==> src/rtl/apb_timer_slave.sv <==
// APB3 completer with a prescaled 32-bit down-counter (auto-reload, expiry flag, irq) and scratch register.
// Optional macro APB_TIMER_WAIT_STATE_EN inserts one wait state into every transfer.
module apb_timer_slave #(
   parameter int          PRESCALE_W   = 16,
   parameter logic [31:0] RESET_RELOAD = 32'hFFFF_FFFF
) (
   input  logic        io_systemClk,
   input  logic        io_systemReset,
   input  logic [15:0] io_apbSlave_PADDR,
   input  logic        io_apbSlave_PSEL,
   input  logic        io_apbSlave_PENABLE,
   input  logic        io_apbSlave_PWRITE,
   input  logic [31:0] io_apbSlave_PWDATA,
   output logic [31:0] io_apbSlave_PRDATA,
   output logic        io_apbSlave_PREADY,
   output logic        io_apbSlave_PSLVERROR,
   output logic        io_timerIrq,
   output logic        io_timerTick
);

   logic                  en_q, en_d, autoreload_q, autoreload_d, irqen_q, irqen_d;
   logic [PRESCALE_W-1:0] prescale_q, prescale_d, pc_q, pc_d;
   logic [31:0]           reload_q, reload_d, count_q, count_d, scratch_q, scratch_d;
   logic                  expired_q, expired_d, irq_q, irq_d, tick_q, tick_d;

   logic        access, addr_ok, wr_en, pready;
   logic [2:0]  reg_sel;
   logic [31:0] rdata_dec;
   logic        ctrl_wr, prescale_wr, reload_wr, count_wr, status_wr, scratch_wr;
   logic        tick_pre, expire;
   logic        unused_addr_bits;

   assign access           = io_apbSlave_PSEL & io_apbSlave_PENABLE & ~io_systemReset;
   assign reg_sel          = io_apbSlave_PADDR[4:2];
   assign addr_ok          = (io_apbSlave_PADDR[15:5] == 11'd0) && (reg_sel <= 3'd5);
   assign unused_addr_bits = ^io_apbSlave_PADDR[1:0];

   always_comb begin
      rdata_dec = '0;
      case (reg_sel)
         3'd0:    rdata_dec = {29'd0, irqen_q, autoreload_q, en_q};
         3'd1:    rdata_dec = 32'(prescale_q);
         3'd2:    rdata_dec = reload_q;
         3'd3:    rdata_dec = count_q;
         3'd4:    rdata_dec = {31'd0, expired_q};
         3'd5:    rdata_dec = scratch_q;
         default: rdata_dec = '0;
      endcase
      if (!addr_ok) rdata_dec = '0;
   end

`ifdef APB_TIMER_WAIT_STATE_EN
   // First access cycle captures the decode; the second one completes the transfer.
   logic        wait_q, wait_d, pslverr_q, pslverr_d;
   logic [31:0] prdata_q, prdata_d;

   always_comb begin
      wait_d    = access & ~wait_q;
      prdata_d  = prdata_q;
      pslverr_d = pslverr_q;
      if (access && !wait_q) begin
         prdata_d  = rdata_dec;
         pslverr_d = ~addr_ok;
      end
   end

   always_ff @(posedge io_systemClk) begin
      if (io_systemReset) begin
         wait_q    <= 1'b0;
         prdata_q  <= '0;
         pslverr_q <= 1'b0;
      end else begin
         wait_q    <= wait_d;
         prdata_q  <= prdata_d;
         pslverr_q <= pslverr_d;
      end
   end

   assign pready                = access & wait_q;
   assign io_apbSlave_PRDATA    = pready ? prdata_q : '0;
   assign io_apbSlave_PSLVERROR = pready & pslverr_q;
`else
   assign pready                = access;
   assign io_apbSlave_PRDATA    = access ? rdata_dec : '0;
   assign io_apbSlave_PSLVERROR = access & ~addr_ok;
`endif

   assign io_apbSlave_PREADY = pready;
   assign wr_en       = pready & io_apbSlave_PWRITE & addr_ok;
   assign ctrl_wr     = wr_en & (reg_sel == 3'd0);
   assign prescale_wr = wr_en & (reg_sel == 3'd1);
   assign reload_wr   = wr_en & (reg_sel == 3'd2);
   assign count_wr    = wr_en & (reg_sel == 3'd3);
   assign status_wr   = wr_en & (reg_sel == 3'd4);
   assign scratch_wr  = wr_en & (reg_sel == 3'd5);

   // A COUNT write on a tick cycle suppresses both the decrement and the expiry.
   assign tick_pre = en_q & (pc_q == prescale_q);
   assign expire   = tick_pre & (count_q == 32'd0) & ~count_wr;

   always_comb begin
      en_d         = en_q;
      autoreload_d = autoreload_q;
      irqen_d      = irqen_q;
      prescale_d   = prescale_q;
      reload_d     = reload_q;
      count_d      = count_q;
      scratch_d    = scratch_q;
      pc_d         = pc_q;
      expired_d    = expired_q;
      tick_d       = 1'b0;

      if (en_q) begin
         pc_d = tick_pre ? '0 : pc_q + 1'b1;
         if (tick_pre && count_q != 32'd0) count_d = count_q - 32'd1;
      end

      if (status_wr && io_apbSlave_PWDATA[0]) expired_d = 1'b0;

      if (expire) begin
         expired_d = 1'b1;
         tick_d    = 1'b1;
         if (autoreload_q) count_d = reload_q;
         else              en_d    = 1'b0;
      end

      if (ctrl_wr) begin
         en_d         = io_apbSlave_PWDATA[0];
         autoreload_d = io_apbSlave_PWDATA[1];
         irqen_d      = io_apbSlave_PWDATA[2];
         if (io_apbSlave_PWDATA[0] && !en_q) pc_d = '0;
      end
      if (prescale_wr) prescale_d = io_apbSlave_PWDATA[PRESCALE_W-1:0];
      if (reload_wr)   reload_d   = io_apbSlave_PWDATA;
      if (scratch_wr)  scratch_d  = io_apbSlave_PWDATA;
      if (count_wr) begin
         count_d = io_apbSlave_PWDATA;
         pc_d    = '0;
      end

      irq_d = expired_d & irqen_d;
   end

   always_ff @(posedge io_systemClk) begin
      if (io_systemReset) begin
         en_q         <= 1'b0;
         autoreload_q <= 1'b0;
         irqen_q      <= 1'b0;
         prescale_q   <= '0;
         reload_q     <= RESET_RELOAD;
         count_q      <= '0;
         scratch_q    <= '0;
         pc_q         <= '0;
         expired_q    <= 1'b0;
         irq_q        <= 1'b0;
         tick_q       <= 1'b0;
      end else begin
         en_q         <= en_d;
         autoreload_q <= autoreload_d;
         irqen_q      <= irqen_d;
         prescale_q   <= prescale_d;
         reload_q     <= reload_d;
         count_q      <= count_d;
         scratch_q    <= scratch_d;
         pc_q         <= pc_d;
         expired_q    <= expired_d;
         irq_q        <= irq_d;
         tick_q       <= tick_d;
      end
   end

   assign io_timerIrq  = irq_q;
   assign io_timerTick = tick_q;

endmodule
==> config.mk <==
export PLATFORM = sky130hd
export DESIGN_NAME = apb_timer_slave
export DESIGN_NICKNAME = d
export VERILOG_FILES = /design/src/rtl/apb_timer_slave.sv
export SDC_FILE = /design/constraint.sdc
export NUM_CORES = 1
export LEC_CHECK = 0
export ABC_AREA = 1
export BUFFER_PORTS_ARGS = -buffer_cell sky130_fd_sc_hd__buf_4
export CORE_ASPECT_RATIO = 0.8
export CORE_MARGIN = 8
export CORE_UTILIZATION = 50
export CTS_CLUSTER_DIAMETER = 120
export DETAILED_ROUTE_END_ITERATION = 7
export PLACE_DENSITY = 0.68
export SLEW_MARGIN = 20
export SYNTH_ARGS = -nofsm -noshare
export SYNTH_HDL_FRONTEND = slang
export SYNTH_SLANG_ARGS = --single-unit
==> constraint.sdc <==
create_clock -name io_systemClk -period 3.65 [get_ports io_systemClk]
set_input_delay 0.1825 -clock io_systemClk [delete_from_list [all_inputs] [get_ports io_systemClk]]
set_output_delay 0.1825 -clock io_systemClk [all_outputs]
set_load 0.02 [all_outputs]
### Yosys cells after proc, flatten, opt, wreduce, memory -nomap -nowiden

Index checks and enable logic that the tools add are counted.

* add/subtract/negate cells: 2
* $lt $le $gt $ge: 1
* equal/unequal tests: 7
* mux-type cells: 19
* bitwise logic cells: 18
* reductions and logical operators: 12

Operator list (number)
* 32-bit two-way mux: 7
* 32-bit one-hot mux with 6 select lines: 1
* 16-bit two-way mux: 4
* 32-bit logical NOT: 1
* 32-bit nonzero test: 1
* 32-bit by 1-bit subtractor with 32-bit output (second input constant): 1
* 16-bit by 1-bit adder with 16-bit output (second input constant): 1
* 16-bit == test: 1
* 1-bit bitwise AND: 15
* 11-bit logical NOT: 1
* 1-bit two-way mux: 7
* 3-bit by 2-bit == test with 1-bit output (second input constant): 2
* 3-bit == test (second input constant): 2
* 1-bit logical AND: 4
* 3-bit by 1-bit == test with 1-bit output (second input constant): 1
* 3-bit less-or-equal comparator (second input constant): 1
* 3-bit logical NOT: 1
* 1-bit inverter: 3
* 2-bit by 1-bit != test with 1-bit output (second input constant): 1
* 2-bit AND reduction: 1
* 2-bit nonzero test: 1
* 2-bit OR reduction: 1
* 1-bit logical NOT: 1

* flip-flop bits (word level): 134
* input bits: 53
* output and inout port bits: 36
* word-level logic and storage cells: 70

### Longest topological paths before layout

* word-level depth: 9
* mapped depth: 14
* gate-level depth less buffers: 13

### Worst setup path before layout

Ideal clock, no wire load.

* path type: reg-to-reg
* start point: reg count_q[0]
* end point: reg count_q[22]
* setup time: 0.112 ns
* data arrival time: 1.552 ns
* data required time: 3.538 ns
* path slack: 1.986 ns
* cell stages (with the launch flop): 15
* buffers on the path: 1
* period minus slack after synthesis: 1.664 ns
* path through: dfxtp_1 -> inv_1 -> ha_1 -> nand3_1 -> nor2_1 -> nand2_1 -> nor2_2 -> nand2_2 -> nor2_8 -> buf_12 -> nand3_2 -> nand2_1 -> inv_1 -> nand2_1 -> nand2_1

* word-level cells in the longest chain between the ends: 7
* elaborated cells between the ends (all ways): 11
* classes of those cells: 1 x add/sub; 5 x mux; 2 x bitwise; 3 x reduce/logical

RTL lines
* start, declared: line 23 `logic [31:0] reload_q, reload_d, count_q, count_d, scratch_q, scratch_d;`
* start signal, assigned: line 163 `count_q <= count_d;`
* parallel branches: the longest is 5 deep, another holds 32-bit by 1-bit subtractor with 32-bit output
* 32-bit two-way mux (*): line 120 `if (expire) begin`
* 32-bit two-way mux (*): line 136 `if (count_wr) begin`

Mark *: on every way between the ends.
A chain may end at the register's enable or synchronous reset.

### Worst setup path in the final report

* start point: in io_systemReset
* end point: reg scratch_q[12]

* word-level cells in the longest chain between the ends: 5

RTL lines
* start, declared: line 8 `input logic io_systemReset,`
* 1-bit inverter: line 33 `assign access = io_apbSlave_PSEL & io_apbSlave_PENABLE & ~io_systemReset;`
* 1-bit bitwise AND: line 33
* 1-bit bitwise AND (2 in series): line 89 `assign wr_en = pready & io_apbSlave_PWRITE & addr_ok;`
* 1-bit bitwise AND: line 95 `assign scratch_wr = wr_en & (reg_sel == 3'd5);`
* end signal, assigned: line 164 `scratch_q <= scratch_d;`
* end, declared: line 23

Several ways; a longest one is shown, not always the timed one.

==> results.md <==
- The sort of element at the start of the critical path is an input pin.
- The total length of routed wires is between 20,000 and 30,000 um.
- In this run the tightest slew margin relative to its limit is a little under half.
- The detailed router placed around 9,000 vias in this run.
- The number of global-route vias before repair came to 8,203.
- Before antenna repair, the detailed router went through 8 iterations.
- The flow ran to the end, and the final reports show no timing, DRC or antenna violations.
- The total number of clock tree sinks is 134.
- The maximum buffer depth of the clock tree is 2.
- Once the floorplan was initialized, standard cells occupied between 50 and 60% of the core.
- Of the total power, combinational logic draws 5.4%.
- At the end of routability-driven placement, the weighted congestion stood at roughly 0.95.
- In this run the core area contains between 40 and 50 standard-cell rows.
- The cell at the root of the clock tree is clkbuf_16.
- Measured along the x axis, the die boundary spans ~160 um.
- The final standard cell count with taps included and fillers excluded is about 1,700.
- The number of antenna violations at the first check in global routing is 0.
- After clock tree synthesis, the repair step resized 0 gates.
- Setup violations remaining at the end of the flow were counted as 0.
- The detailed router finished its first iteration with slightly above 800 violations.
- The arrival time of data at the critical path endpoint is about 2.8 ns.
- For this run, the top clock speed supported by timing is roughly 0.41 GHz.
- The post-layout worst setup margin is about 1.2 ns.
- After technology mapping, the gate count stands at 1,344.
- The worst slack at placement is about 1.3 ns.
- The repair_antennas step left the layout with diodes totalling 0.
- The worst setup path is of the in2reg kind.
- VDD sags by at most 0.266 mV.
- At the later pin of the worst-skew pair, clock insertion delay measures 0.43 ns.
- In the routed design, unresolved DRC markers number 0.
- Using the TritonRoute via totals, the vias-per-cell ratio works out to 5.28.
- Global routing used 24.5% of the available tracks across all layers.
- The die covers 21,200 um^2.
- TritonCTS built the clock tree.
- The number of hold buffers added after cts is 32.
- The cell area after synthesis is approximately 8400 um^2.
- Dividing the final minimum period by the clock period gives 66.3%.
- The max-cap check violation count is 0.
- Buffers added to address setup during post-CTS repair amount to 0.
- Entering global routing, the biggest net connects 44 pins.
- The final count of hold timing violations is 0.
- The number of ports placed on the die boundary is 89.
- The total count of max-transition violations in the final report was 0.
- The number of buffer cells added on primary ports is 86.
- In this run, synthesis produced a sequential element count of 134.
- The register share of total power is 41.8%.
- Summed over all cells, the static leakage comes to approximately 5.2 nW.
- Cells with a size suffix above 1 make up between 10 and 15% of the layout.
- Clock-pin slew was measured on the worst setup and hold paths at approximately 0.06 ns.
- The post-synthesis cell type count is 41.
- TritonCTS created 17 clock buffers.
- The routed length on met2 is between 10,000 and 15,000 um.
- The routed wire length on met3 is ~1700 um.
- Setup repair after global routing left no endpoint under its margin.
- The fraction of power consumed by the clock network is between 50% and 60%.
- Of the synthesized area, sequential elements account for a little under a third.
- The total negative setup slack is 0 ns.
- The remaining antenna violation count after routing is 0.
- In the final design database the tool counted roughly 1,500 nets.
- Dividing the detail-routed wire length by the instance count gives 15.7 um.
- The clock period minus worst slack is ~2.4 ns.
- The areal power density over the cells is around 350 nW/um^2.
- The fraction of power spent switching nets is between 20% and 30%.
- The number of synthesis warnings is 0.
- The number of placed instances, taps included is about 1,600.
- The first-pass GRT wire length is between 40,000 and 50,000 um.
- The internal cell power is between 2 and 3 mW.
- The total congestion overflow after global routing is 0.
- The die is 132 um tall.
- The signed area change from the synthesized netlist to the final layout is 19.9%.
- The post-synth net total is around 1,400.
- The slew at the pin closest to its max-slew limit is 0.779 ns.
- The worst setup path is captured at a flop.
- Averaged over all synthesized cells, the footprint is 6.25 um^2.
- In the final routing, the length of wire on met1 measures roughly 13,000 um.
- The clock tree synthesis step divided the H-tree into 4 levels.
- Clock skew on the completed layout was measured at 0.00970 ns.
- The area of the placeable core is between 15,000 and 20,000 um^2.
- The highest metal layer with signal wires is met4.
- After legalization and detailed placement, the total HPWL measured roughly 19,000 um.
- For the worst setup path, the data required time is 4.01 ns.
- The library cell used most frequently in the layout, excluding fill and tap cells, is nand2_1.
- In this run the worst hold path is classified as in2reg.
- The net switching power is around 0.8 mW.
- In the layout the commonest cells are 438 x nand2_1, 170 x inv_1, 133 x dfxtp_1.
- The largest fanout of any net on the critical path is 35.
==> power groups by stage <==
stage / Combinational (mW) / Clock (mW) / Sequential, mW
3_3_place_gp: 0.159 / 0 / 1.49
2_1_floorplan: 0.0777 / 0 / 1.49
3_5_place_dp: 0.158 / 0 / 1.49
6_report: 0.190 / 1.85 / 1.46
5_1_grt: 0.208 / 1.92 / 1.46
4_1_cts: 0.187 / 1.87 / 1.46
==> critical path, stage by stage <==
cell           delay, ns
dlygate4sd3_1       0.53
buf_4               0.18
nor2_2              0.30
nand4_4             0.21
nor2_4              0.64
buf_4               0.42
o21ai_0             0.13
a21oi_1             0.15
==> per-layer routing <==
layer | vias up | track usage (%)
met5 | - | 0
met4 | 0 | 7.44
met3 | 31 | 4.24
met2 | 300 | 35.3
met1 | 4018 | 36.2
li1 | 4455 | -
==> cell families after synthesis <==
group / count (synthesis) / share of synthesized area (%)
AOI/OAI and AO/OA: 197 / 13.8
xor gates and xnor gates: 27 / 2.81
and+or+nand+nor: 740 / 39.0
adders and majority gates: 3 / 0.447
DFF: 134 / 31.9
buffers and inverters: 243 / 12.1
==> final cells by class <==
type	count	area [um^2]
sequential	134	2680
clock buffer	20	447
fill	1653	6430
multi-input combinational	967	4720
clock inverter	12	178
timing repair buffer	135	1090
tap	220	275
inverter	180	676
==> Yosys cell counts, drive strengths merged <==
master,number,area (um^2)
nand2,446,1690
inv,179,672
nor2,137,583
dfxtp,134,2680
nand3,130,798
a21oi,58,290
o21ai,55,275
buf,33,226
o211ai,31,233
clkbuf,30,113
a31oi,29,181
xor2,21,184
a22oi,16,120
nor3,9,65.1
nand4,7,58.8
nand3b,6,45.0
xnor2,6,52.6
a211oi,3,22.5
and2,3,18.8
ha,3,37.5
o22ai,3,18.8
nor3b,2,15.0
a221oi,1,8.76
clkinv,1,3.75
o31ai,1,7.51
==> final timing paths <==
check                   startpoint             to  slack, ns  depth (start not counted)
min reg2reg           scratch_q[0]   scratch_q[0]       0.49                          2
min          io_apbSlave_PWDATA[0]     count_q[0]       0.03                          3
max reg2reg             count_q[0]    count_q[15]       1.25                         13
max                 io_systemReset  scratch_q[12]       1.23                          8
==> flip-flops by register name, indices dropped and copies added (netlist names) <==
signal and count:
count_q 32, reload_q 32, scratch_q 32, pc_q 16, prescale_q 16, autoreload_q 1
en_q 1, expired_q 1, io_timerIrq 1, io_timerTick 1, irqen_q 1
==> metrics by stage <==
step,hold slack (ns),total power [mW],instance area [um^2],utilization (%)
global route,0.0469,3.59,10100,61.1
CTS,0.0124,3.52,10100,61.1
floorplan,0.252,1.57,8400,-
global placement,0.393,1.65,9130,55.3
detailed placement,0.393,1.65,9130,55.3
finish,0.0306,3.50,10100,61.1
No activity file was read; power rests on OpenSTA's default activity.
